$ cat src/rtl/pc_flag_unit_pkg.sv
// Shared definitions for the next-PC / status-flag front end.
// Holds the control state encoding, default reset/trap addresses and the
// bit positions of N/Z/V inside the packed flag vector.
package pc_flag_unit_pkg;

   typedef enum logic [1:0] {
      ST_RUN  = 2'd0,
      ST_WAIT = 2'd1,
      ST_HALT = 2'd2
   } state_t;

   localparam logic [31:0] RESET_PC_DEF    = 32'h0000_0000;
   localparam logic [31:0] TRAP_VECTOR_DEF = 32'h0000_0080;

   // Flag vector layout: {n, z, v}
   localparam int FLAG_N = 2;
   localparam int FLAG_Z = 1;
   localparam int FLAG_V = 0;

endpackage

$ cat src/rtl/pc_flag_unit_wait_timer.sv
// wait_timer: saturating stall-cycle counter for the memory-indirect wait.
// Ports: clk, rst_n (async active-low), clr (synchronous clear, wins over en),
//        en (count one cycle), expired (this enabled cycle is the MAX-th one).
module wait_timer #(
   parameter int MAX = 15,
   parameter int W   = $clog2(MAX + 1)
) (
   input  logic clk,
   input  logic rst_n,
   input  logic clr,
   input  logic en,
   output logic expired
);

   localparam logic [W-1:0] LAST = W'(MAX - 1);
   localparam logic [W-1:0] TOP  = W'(MAX);

   logic [W-1:0] cnt;

   always_ff @(posedge clk or negedge rst_n) begin
      if (!rst_n) begin
         cnt <= '0;
      end else if (clr) begin
         cnt <= '0;
      end else if (en && (cnt != TOP)) begin
         cnt <= cnt + 1'b1;
      end
   end

   // Counter holds the number of already-completed wait cycles, so the
   // cycle in which it reads MAX-1 is the one whose closing edge reaches MAX.
   assign expired = en && (cnt >= LAST);

endmodule

$ cat src/rtl/pc_flag_unit.sv
// pc_flag_unit: program counter and N/Z/V status register feeding the branch stage.
// Ports: clk, rst_n (async active-low); next_pc, br_enable, mem_ind, mem_ready,
//        flag_we, n_in/z_in/v_in, halt in; pc, pc4, n/z/v, stall, halted, trap out.
// Optional macro PC_ALIGN_CHK_EN: misaligned next_pc loads redirect to the trap vector.
module pc_flag_unit
   import pc_flag_unit_pkg::*;
#(
   parameter logic [31:0] RESET_PC    = RESET_PC_DEF,
   parameter logic [31:0] TRAP_VECTOR = TRAP_VECTOR_DEF,
   parameter int          WAIT_MAX    = 15
) (
   input  logic        clk,
   input  logic        rst_n,
   input  logic [31:0] next_pc,
   input  logic        br_enable,
   input  logic        mem_ind,
   input  logic        mem_ready,
   input  logic        flag_we,
   input  logic        n_in,
   input  logic        z_in,
   input  logic        v_in,
   input  logic        halt,
   output logic [31:0] pc,
   output logic [31:0] pc4,
   output logic        n,
   output logic        z,
   output logic        v,
   output logic        stall,
   output logic        halted,
   output logic        trap
);

   localparam int WAIT_W = $clog2(WAIT_MAX + 1);

   state_t      state_q, state_d;
   logic [31:0] pc_q, pc_d;
   logic [2:0]  flags_q, flags_d;
   logic        trap_q, trap_d;
   logic        timer_clr, timer_en, timer_expired;
   logic [31:0] load_pc;
   logic        load_trap;

   wait_timer #(
      .MAX (WAIT_MAX),
      .W   (WAIT_W)
   ) u_wait_timer (
      .clk     (clk),
      .rst_n   (rst_n),
      .clr     (timer_clr),
      .en      (timer_en),
      .expired (timer_expired)
   );

   // Value a normal PC load would take, including the optional alignment redirect.
   always_comb begin
      load_pc   = next_pc;
      load_trap = 1'b0;
`ifdef PC_ALIGN_CHK_EN
      if (next_pc[1:0] != 2'b00) begin
         load_pc   = TRAP_VECTOR;
         load_trap = 1'b1;
      end
`else
`endif
   end

   always_comb begin
      state_d   = state_q;
      pc_d      = pc_q;
      flags_d   = flags_q;
      trap_d    = 1'b0;
      timer_clr = 1'b0;
      timer_en  = 1'b0;
      case (state_q)
         ST_RUN: begin
            timer_clr = 1'b1;
            if (halt) begin
               state_d = ST_HALT;
            end else if (br_enable && mem_ind && !mem_ready) begin
               // Indirect target not available yet: hold PC, flags wait too.
               state_d = ST_WAIT;
            end else begin
               pc_d   = load_pc;
               trap_d = load_trap;
               if (flag_we) begin
                  flags_d[FLAG_N] = n_in;
                  flags_d[FLAG_Z] = z_in;
                  flags_d[FLAG_V] = v_in;
               end
            end
         end
         ST_WAIT: begin
            timer_en = 1'b1;
            // Data arriving on the last allowed cycle still beats the timeout.
            if (mem_ready) begin
               pc_d    = load_pc;
               trap_d  = load_trap;
               state_d = ST_RUN;
            end else if (timer_expired) begin
               pc_d    = TRAP_VECTOR;
               trap_d  = 1'b1;
               state_d = ST_RUN;
            end
         end
         ST_HALT: begin
            state_d = ST_HALT;
         end
         default: begin
            state_d = ST_RUN;
         end
      endcase
   end

   always_ff @(posedge clk or negedge rst_n) begin
      if (!rst_n) begin
         state_q <= ST_RUN;
         pc_q    <= RESET_PC;
         flags_q <= 3'b000;
         trap_q  <= 1'b0;
      end else begin
         state_q <= state_d;
         pc_q    <= pc_d;
         flags_q <= flags_d;
         trap_q  <= trap_d;
      end
   end

   assign pc     = pc_q;
   assign pc4    = pc_q + 32'd4;
   assign n      = flags_q[FLAG_N];
   assign z      = flags_q[FLAG_Z];
   assign v      = flags_q[FLAG_V];
   assign stall  = (state_q == ST_WAIT);
   assign halted = (state_q == ST_HALT);
   assign trap   = trap_q;

endmodule

$ cat config.mk
export PLATFORM = sky130hd
export DESIGN_NAME = pc_flag_unit
export DESIGN_NICKNAME = d
export VERILOG_FILES = /design/src/rtl/pc_flag_unit_pkg.sv /design/src/rtl/pc_flag_unit_wait_timer.sv /design/src/rtl/pc_flag_unit.sv
export SDC_FILE = /design/constraint.sdc
export NUM_CORES = 1
export LEC_CHECK = 0
export ABC_AREA = 1
export ABC_CLOCK_PERIOD_IN_PS = 2930
export CORE_ASPECT_RATIO = 0.8
export CORE_MARGIN = 8
export CORE_UTILIZATION = 40
export CTS_BUF_LIST = sky130_fd_sc_hd__clkbuf_4
export CTS_CLUSTER_DIAMETER = 30
export DETAILED_ROUTE_END_ITERATION = 10
export PLACE_DENSITY = 0.87
export SLEW_MARGIN = 30
export SYNTH_ARGS = -nofsm -noshare
export SYNTH_HDL_FRONTEND = slang
export SYNTH_SLANG_ARGS = --single-unit
$ cat constraint.sdc
create_clock -name clk -period 2.93 [get_ports clk]
set_input_delay 0.879 -clock clk [delete_from_list [all_inputs] [get_ports clk]]
set_output_delay 0.879 -clock clk [all_outputs]
set_load 0.03 [all_outputs]
# Word-level counts from Yosys, hierarchy flattened
# Index checks and enable logic that the tools add are counted.
[word_totals]
register_bits = 42
input_bits = 42
output_inout_bits = 70
wordCells = 45
[classes]
addsub = 2
magnitude_cmp = 1
eq_ne = 7
n_mux = 17
bitwise = 2
reduce_logical = 11
[ops]
columns = ["operator", "n"]
rows = [
  ["$mux W32", 4],
  ["$pmux W32 S2", 1],
  ["$add A32 B3 Y32 const B", 1],
  ["$mux W2", 4],
  ["$mux W4", 2],
  ["$reduce_and A4 Y1", 2],
  ["$pmux W2 S3", 1],
  ["$mux W1", 5],
  ["$add A4 B1 Y4 const B", 1],
  ["$ge A4 B4 Y1 const B", 1],
  ["$logic_and A1 B1 Y1", 4],
  ["$ne A2 B2 Y1 const B", 2],
  ["$ne A4 B4 Y1 const B", 1],
  ["$reduce_bool A2 Y1", 2],
  ["$ne A3 B2 Y1 const B", 1],
  ["$ne A3 B3 Y1 const B", 1],
  ["$eq A2 B1 Y1 const B", 1],
  ["$eq A2 B2 Y1 const B", 1],
  ["$logic_not A2 Y1", 1],
  ["$not A1 Y1", 2],
  ["$reduce_and A2 Y1", 1],
  ["$logic_not A1 Y1", 1],
]

# Depth between registers and ports, before layout
# Gate-level depths: netlist (run 1).
[logic_depth]
ltp_word = 6
ltp_mapped = 9
depth_no_buf = 8

# By module
# Synthesis (run 1) repeated with hierarchy kept, for this count alone.
[unflattened]
cells_unflattened = 418
hier_area_um2 = 2892.8
[by_module_without_submodules]
columns = ["mod", "n_inst", "cells_each", "area_per_inst_um2", "seq_area_each_um2"]
rows = [
  ["pc_flag_unit", 1, 385, 2645.0, 950.9],
  ["wait_timer", 1, 33, 247.7, 100.1],
]

# Worst setup path before layout (run 1)
# OpenSTA, ideal clock, no wires.
[synth_timing]
path_kind = "flip-flop to output port"
startpoint = "reg pc_q[3] (netlist: pc[3])"
endpoint = "out pc4[16]"
t_arrival_ns = 1.828
required_ns = 2.051
slack_ns = 0.223
path_stages_with_launch = 6
path_buffers = 0
path_cell_list = "dfrtp_1 > ha_1 > nand3_1 > nor2_1 > nand3_1 > xnor2_1"
[synth_between]
elab_chain_cells = 1
[synth_lines]
columns = ["element", "line_no", "rtl"]
rows = [
  ["start, declared", "pc_flag_unit.sv:36", "logic [31:0] pc_q, pc_d;"],
  ["start signal, assigned", "pc_flag_unit.sv:122", "pc_q <= pc_d;"],
  ["$add A32 B3 Y32", "pc_flag_unit.sv:129", "assign pc4 = pc_q + 32'd4;"],
  ["end, declared", "pc_flag_unit.sv:24", "output logic [31:0] pc4,"],
]
# No other way between the ends.

# Worst setup path in the final report (run 1)
# Ends and elaborated chain as after synthesis.

==> impl_metrics.py, run 1 <==
metrics = {
    "power": {
        "p_per_area_mw_per_mm2": 589,
        "internal-power_mw": 1.36,
        "p_sw_mw": 0.960,
        "vdd_ir_drop_max_uv": 285,
        "sw_frac_of_total_pct": 41.4,
        "power_frac_comb_pct": 46.1,
        "p_leak_nw": 1.87,
        "seq_power_share_pct": 34.2,
        "power_mw": 2.32,
        "clockPowerShare_pct": 19.7,
    },
    "floorplanning": {
        "die_area_mm2": 0.00937,
        "initial_core_util_pct": 41.1,
        "ios": 112,
        "placementRows": 26,
        "dieWidth_um": 106,
        "core_area_mm2": 0.00634,
        "die_h_um": 88.2,
    },
    "placement": {
        "postPlaceCellArea_mm2": 0.00385,
        "hpwl_um": 6840,
        "globalplace.congestion": 0.921,
        "port_buffers": 111,
    },
    "critical_path": {
        "cpLargestDelayFamily": "simple AND/OR/NAND/NOR gates",
        "path_cells": "ha_2 -> nand3_1 -> nor2_4 -> nand3_1 -> xnor2_1 -> buf_4",
        "cp_common_cell": "nand3_1",
        "max_stage_delay_ps": 430,
        "cp_max_fo": 5,
        "critPathArrivalTime_ps": 1920,
        "cp.buffers_inverters": 1,
        "worstPathRequired_ps": 2050,
        "critPathKind": "reg2out",
        "path_depth": 6,
        "critPathCaptureType": "output port",
        "start_kind": "flop",
        "r2r_cells": 7,
        "slowest_stage": "dfrtp_2",
    },
    "global_routing": {
        "grt_pass1_vias": 2935,
        "antenna_found_initial": 0,
        "grt_usage_pct": 19.0,
        "grt_max_degree": 34,
        "grt_pass1_wl_um": 14500,
        "grt-ovfl-total": 0,
    },
    "timing": {
        "rsz0062_at_grt": "yes",
        "worst_pin_slew_ps": 612,
        "finalSetupViolations": 0,
        "slew_viol_final": 0,
        "max_freq_mhz": 357,
        "maxSlewHeadroom_pct": 59.1,
        "hold_viol": 0,
        "hold_slack_ps": 421,
        "fin_skew_ps": 8.55,
        "min_period_over_period_pct": 95.6,
        "period_needed_ps": 2800,
    },
    "drt": {
        "ant_nets": 0,
        "via_per_inst": 4.89,
        "route.vias.total": 2890,
        "drt_first_pass_iters": 4,
        "route.detailed.drc": 0,
        "wl_per_cell_um": 14.8,
        "wl_um": 8720,
        "drt_iter0_drc": 105,
    },
    "yosys": {
        "synth_largest_area_cell": "dfrtp_1",
        "netlist_instances": 387,
        "ys_seq_elements": 42,
        "syn-num-nets": 432,
        "ys_warn_count": 0,
        "yosys-top-cells-area": "dfrtp_1 (40%), nand2_1 (23%), nand3_1 (9.2%)",
        "yosysSeqAreaShare_pct": 40.3,
        "synth_area_mm2": 0.00261,
        "synth.distinct_cells": 24,
        "avgSynthCellArea_um2": 6.73,
        "synth_top_area_share_pct": 40.3,
    },
    "clocking": {
        "cts_root_buf": "clkbuf_4",
        "clock-sinks": 42,
        "h-tree-depth": 2,
        "cts_max_path_buffers": 2,
        "cts-buffers-inserted": 5,
        "clk_pin_slew_ps": 130,
        "clk-insertion-delay-late_ps": 350,
        "cts_tree": "built",
    },
    "layout": {
        "design_area_mm2": 0.00393,
        "nets": 551,
        "final_common_cell": "nand2_1",
        "final_cell_mix": "nand2_1 (160), clkdlybuf4s50_1 (84), nand3_1 (48), nor2_1 (44), dfrtp_1 (38)",
        "fin_util_pct": 62.0,
        "insertedDiodeCount": 0,
        "drive_gt1_share_pct": 11.6,
        "syn2layout_area_growth_pct": 50.9,
        "n_fill_cell": 606,
    },
    "min_path": {
        "hp-class": "in2async",
    },
    "job": {
        "drv_cap": 0,
    },
    "run_status": {
        "outcome": "finished clean",
    },
}
-- Yosys cell counts, drive strengths merged --
master / n
nand4: 3
xor2: 8
xnor2: 7
inv: 31
clkbuf: 3
buf: 8
nand3b: 5
nor3: 1
o21bai: 2
nand2: 164
a21oi: 1
nand3: 48
nor2: 52
ha: 3
dfrtp: 42
o31ai: 1
o21ai: 8
-- worst register-to-register path, delay by kind of cell (launching register included) --
kind	cells	cell delay (ps)
buffers and inverters	1	80
DFF	1	430
and+or+nand+nor	4	880
adders and majority gates	1	190
AOI/OAI and AO/OA	1	190
-- power by group through the flow --
stage / sequential [mW] / clock [mW] / combinational [mW]
3_3_place_gp: 0.794 / 0 / 1.10
3_5_place_dp: 0.800 / 0 / 1.11
6_report: 0.792 / 0.458 / 1.07
2_1_floorplan: 0.958 / 0 / 0.400
5_1_grt: 0.810 / 0.488 / 1.15
4_1_cts: 0.789 / 0.473 / 1.08
-- per-stage QoR --
stage	setup WS, ps	std cells	setup TNS [ps]
6_report	130	591	0
5_1_grt	-46.9	591	-46.9
4_1_cts	-28.4	590	-28.4
3_5_place_dp	27.5	582	0
3_3_place_gp	115	582	0
2_1_floorplan	223	387	0
-- metal layers --
metal	global-route usage, %	share of wire (%)
met4	3.69	0.76
met1	23.4	44
met5	0	0
met3	8.16	11
met2	30.6	44
-- worst paths after layout --
path | to | startpoint | slack (ps)
setup / recovery | pc4[16] | pc[3]$_DFFE_PN0P_ | 130
hold / removal | pc[8]$_DFFE_PN0P_ | rst_n | 420
setup reg to reg | pc[11]$_DFFE_PN0P_ | u_wait_timer.cnt[0]$_DFFE_PN0P_ | 1110
hold reg to reg | flags_q[1]$_DFFE_PN0P_ | flags_q[1]$_DFFE_PN0P_ | 510
max in group asynchronous | pc[23]$_DFFE_PN0P_ | rst_n | 1950
min in group clk | flags_q[1]$_DFFE_PN0P_ | flags_q[1]$_DFFE_PN0P_ | 510
-- layout make-up --
cell class	instances	area [µm²]	share of cell area, %
clock buffers	5	37.5	0.955
clock inverters	3	63.8	1.62
inverters	31	116	2.96
multi-input cells	303	1410	35.7
flip-flops and latches	42	1060	26.9
well taps	84	105	2.67
repair buffers	123	1150	29.2
-- cell families (layout without fill, tap and decap cells) --
kind of cell	after synthesis	after routing	share of synthesized area, %
buf+inv	42	162	6.91
flops	42	42	40.3
xor+xnor	15	15	5.04
fa+ha+maj	3	3	1.44
simple gates	273	273	43.5
compound gates	12	12	2.74
-- timing repair --
action / 4_1_cts / 5_1_grt
setup endpoints to repair: 21 / 22
hold buffers: 0 / 0
endpoints found under the hold margin: 0 / 0
gates resized for setup: 28 / 36
pin swaps: 0 / 1
setup buffers: 0 / 1
-- flip-flops by register name, summed over array words and instances (netlist names) --
| name | flops |
|---|---|
| trap | 1 |
| state_q | 2 |
| pc | 32 |
| u_wait_timer.cnt | 4 |
| flags_q | 3 |
(Power assumes the default switching activity.)
==> run 2, diff against run 1 <==
--- a/config.mk
+++ b/config.mk
@@ -13,8 +13,9 @@
 export CTS_BUF_LIST = sky130_fd_sc_hd__clkbuf_4
 export CTS_CLUSTER_DIAMETER = 30
 export DETAILED_ROUTE_END_ITERATION = 10
-export PLACE_DENSITY = 0.87
+export PLACE_DENSITY = 0.85
 export SLEW_MARGIN = 30
 export SYNTH_ARGS = -nofsm -noshare
 export SYNTH_HDL_FRONTEND = slang
+export SYNTH_HIERARCHICAL = 1
 export SYNTH_SLANG_ARGS = --single-unit
==> run 2 against run 1 <==
Effect of this change:
- first-iteration DRC count up 30%
- synthesized area up 11%
- setup slack worse by 12 ps
- die area up 9.1%
- clock power down 42%
- total power down 45%
- sequential cell count unchanged
- clock-buffer cell count unchanged
- hold slack better by 50 ps
- core utilization down 3.7 points
- sequential power down 19%
- non-clock buffer count down 7
- largest cell class unchanged
- largest power group is now sequential cells
==> impl_metrics.py, run 2 <==
metrics = {
    "layout": {
        "final_cell_mix": "nand2_1 (195), clkdlybuf4s50_1 (84), nand3b_1 (39), nor2_1 (37), dfrtp_1 (37)",
        "syn2layout_area_growth_pct": 40.2,
        "nets": 572,
        "final_common_cell": "nand2_1",
        "largest_register_ff_count": 32,
        "design_area_mm2": 0.00406,
        "insertedDiodeCount": 0,
        "fin_util_pct": 58.3,
        "n_fill_cell": 647,
        "final_cell_count_no_fill": 615,
        "drive_gt1_share_pct": 11.2,
    },
    "timing": {
        "max_freq_mhz": 356,
        "min_period_over_period_pct": 96.0,
        "hold_viol": 0,
        "fin_skew_ps": 11.8,
        "setup_tns_ps": 0,
        "hold_slack_ps": 471,
        "finalSetupViolations": 0,
        "worst_pin_slew_ps": 586,
        "maxSlewHeadroom_pct": 60.8,
        "rsz0062_at_grt": "no",
        "period_needed_ps": 2810,
        "setup_ws_ps": 119,
        "slew_viol_final": 0,
    },
    "power": {
        "power_mw": 1.27,
        "vdd_ir_drop_max_uv": 197,
        "p_leak_nw": 2.07,
        "p_per_area_mw_per_mm2": 313,
    },
    "drt": {
        "drt_iter0_drc": 136,
        "drt_first_pass_iters": 4,
        "wl_um": 8560,
        "via_per_inst": 4.81,
        "ant_nets": 0,
        "route.vias.total": 2958,
        "route.detailed.drc": 0,
        "wl_per_cell_um": 13.9,
    },
    "critical_path": {
        "critPathKind": "reg2out",
        "cp_max_fo": 4,
        "start_kind": "flop",
        "critPathCaptureType": "output port",
        "worstPathRequired_ps": 2050,
        "critPathLaunch": "pc[2]$_DFFE_PN0P_",
        "critPathArrivalTime_ps": 1930,
        "r2r-start": "state_q[0]$_DFFE_PN0P_",
    },
    "global_routing": {
        "antenna_found_initial": 0,
        "grt_pass1_vias": 2961,
        "grt_pass1_wl_um": 14400,
        "grt_max_degree": 43,
        "grt-ovfl-total": 0,
        "grt_usage_pct": 16.7,
    },
    "floorplanning": {
        "core_area_mm2": 0.00696,
        "die_h_um": 92.1,
        "placementRows": 27,
        "initial_core_util_pct": 41.6,
        "die_area_mm2": 0.0102,
        "ios": 112,
        "dieWidth_um": 111,
    },
    "placement": {
        "hpwl_um": 6880,
        "dp_slack_ps": 95.6,
        "port_buffers": 111,
        "dp_cells": 607,
        "postPlaceCellArea_mm2": 0.00407,
        "globalplace.congestion": 0.880,
    },
    "yosys": {
        "ys_warn_count": 6,
        "synthFlopType": "dfrtp_1",
        "synth-async-reset-ratio_pct": 100,
        "synth_edf_count": 0,
        "yosysMostFrequentCell": "nand2_1",
        "syn-num-nets": 463,
        "ys_seq_elements": 42,
        "yosysSeqAreaShare_pct": 36.3,
        "avgSynthCellArea_um2": 6.92,
        "synth_area_mm2": 0.00289,
        "synth_top_area_share_pct": 36.3,
        "synth.distinct_cells": 26,
        "yosys-top-cells-area": "dfrtp_1 (36%), nand2_1 (25%), nand3b_1 (10%)",
        "synth_largest_area_cell": "dfrtp_1",
        "synth_top_cells_by_count": "nand2_1 (195), dfrtp_1 (42), nand3b_1 (39)",
        "netlist_instances": 418,
    },
    "clocking": {
        "clk_pin_slew_ps": 120,
        "cts_max_path_buffers": 2,
        "cts_setup_buffers": 0,
        "h-tree-depth": 2,
        "cts_hold_buf": 0,
        "clock-sinks": 42,
        "cts_tree": "built",
        "cts-buffers-inserted": 5,
        "clk-insertion-delay-late_ps": 360,
        "cts_root_buf": "clkbuf_4",
    },
    "run_status": {
        "outcome": "finished clean",
    },
    "min_path": {
        "hp-class": "in2async",
    },
    "job": {
        "drv_cap": 0,
    },
}
## run 2: cell count changes after synthesis, moves of 5 or more
cell | previous run | this run
nand2_1 | 161 | 195
nand3b_1 | 5 | 39
nand3_1 | 48 | 17
nor2_1 | 48 | 37
buf_2 | 3 | 9
inv_1 | 29 | 24
o21ai_0 | 6 | 1
## run 2: final timing paths
path / end / slack, ps / cells past startpoint
setup reg to reg: pc[2]$_DFFE_PN0P_ / 1130 / 9
hold / removal: flags_q[2]$_DFFE_PN0P_ / 470 / 1
hold reg to reg: flags_q[1]$_DFFE_PN0P_ / 500 / 2
setup / recovery: pc4[5] / 120 / 4
max in group asynchronous: pc[8]$_DFFE_PN0P_ / 2040 / 1
min in group clk: flags_q[1]$_DFFE_PN0P_ / 500 / 2
## run 2: cell families after synthesis
kind of cell / after synthesis / synth area share, %
AOI/OAI and AO/OA: 5 / 1.12
xor gates and xnor gates: 16 / 5.10
adders and majority gates: 3 / 1.30
DFF: 42 / 36.3
and+or+nand+nor: 311 / 50.1
buffers and inverters: 41 / 6.01
## run 2: area by class of cell
class | instances | area, µm² | area share (%)
Multi-Input combinational cell | 335 | 1690 | 41.5
Sequential cell | 42 | 1060 | 26.1
Timing Repair Buffer | 116 | 1050 | 26.0
Tap cell | 87 | 109 | 2.68
Inverter | 27 | 103 | 2.53
Clock buffer | 5 | 37.5 | 0.925
Clock inverter | 3 | 11.3 | 0.278
## run 2: power by group
part	switching, mW	leakage [nW]	internal, mW
logic	0.205	1.54	0.156
clock network	0.181	0.0277	0.0857
registers	0.0390	0.501	0.604
total	0.425	2.07	0.846
## run 2: per-layer routing
metal	vias to the layer above	part of all wire [%]	wire length, µm	global-route usage (%)
met5	-	0	0	0
met3	7	8.9	762	6.58
met2	106	45	3880	26.9
li1	1510	-	-	-
met1	1335	45	3870	21.0
met4	0	0.55	47	2.88
## run 2: repair_timing
item                                   4_1_cts  5_1_grt
resized for setup                           35       42
setup endpoints to repair                   24       23
endpoints found under the hold margin        0        0
pin swaps                                    0        1
## run 2: worst max-delay path: stages (launching register included)
cell,delay (ps)
dfrtp_1,420
inv_1,130
nor2_8,180
xor2_1,160
clkdlybuf4s50_1,690
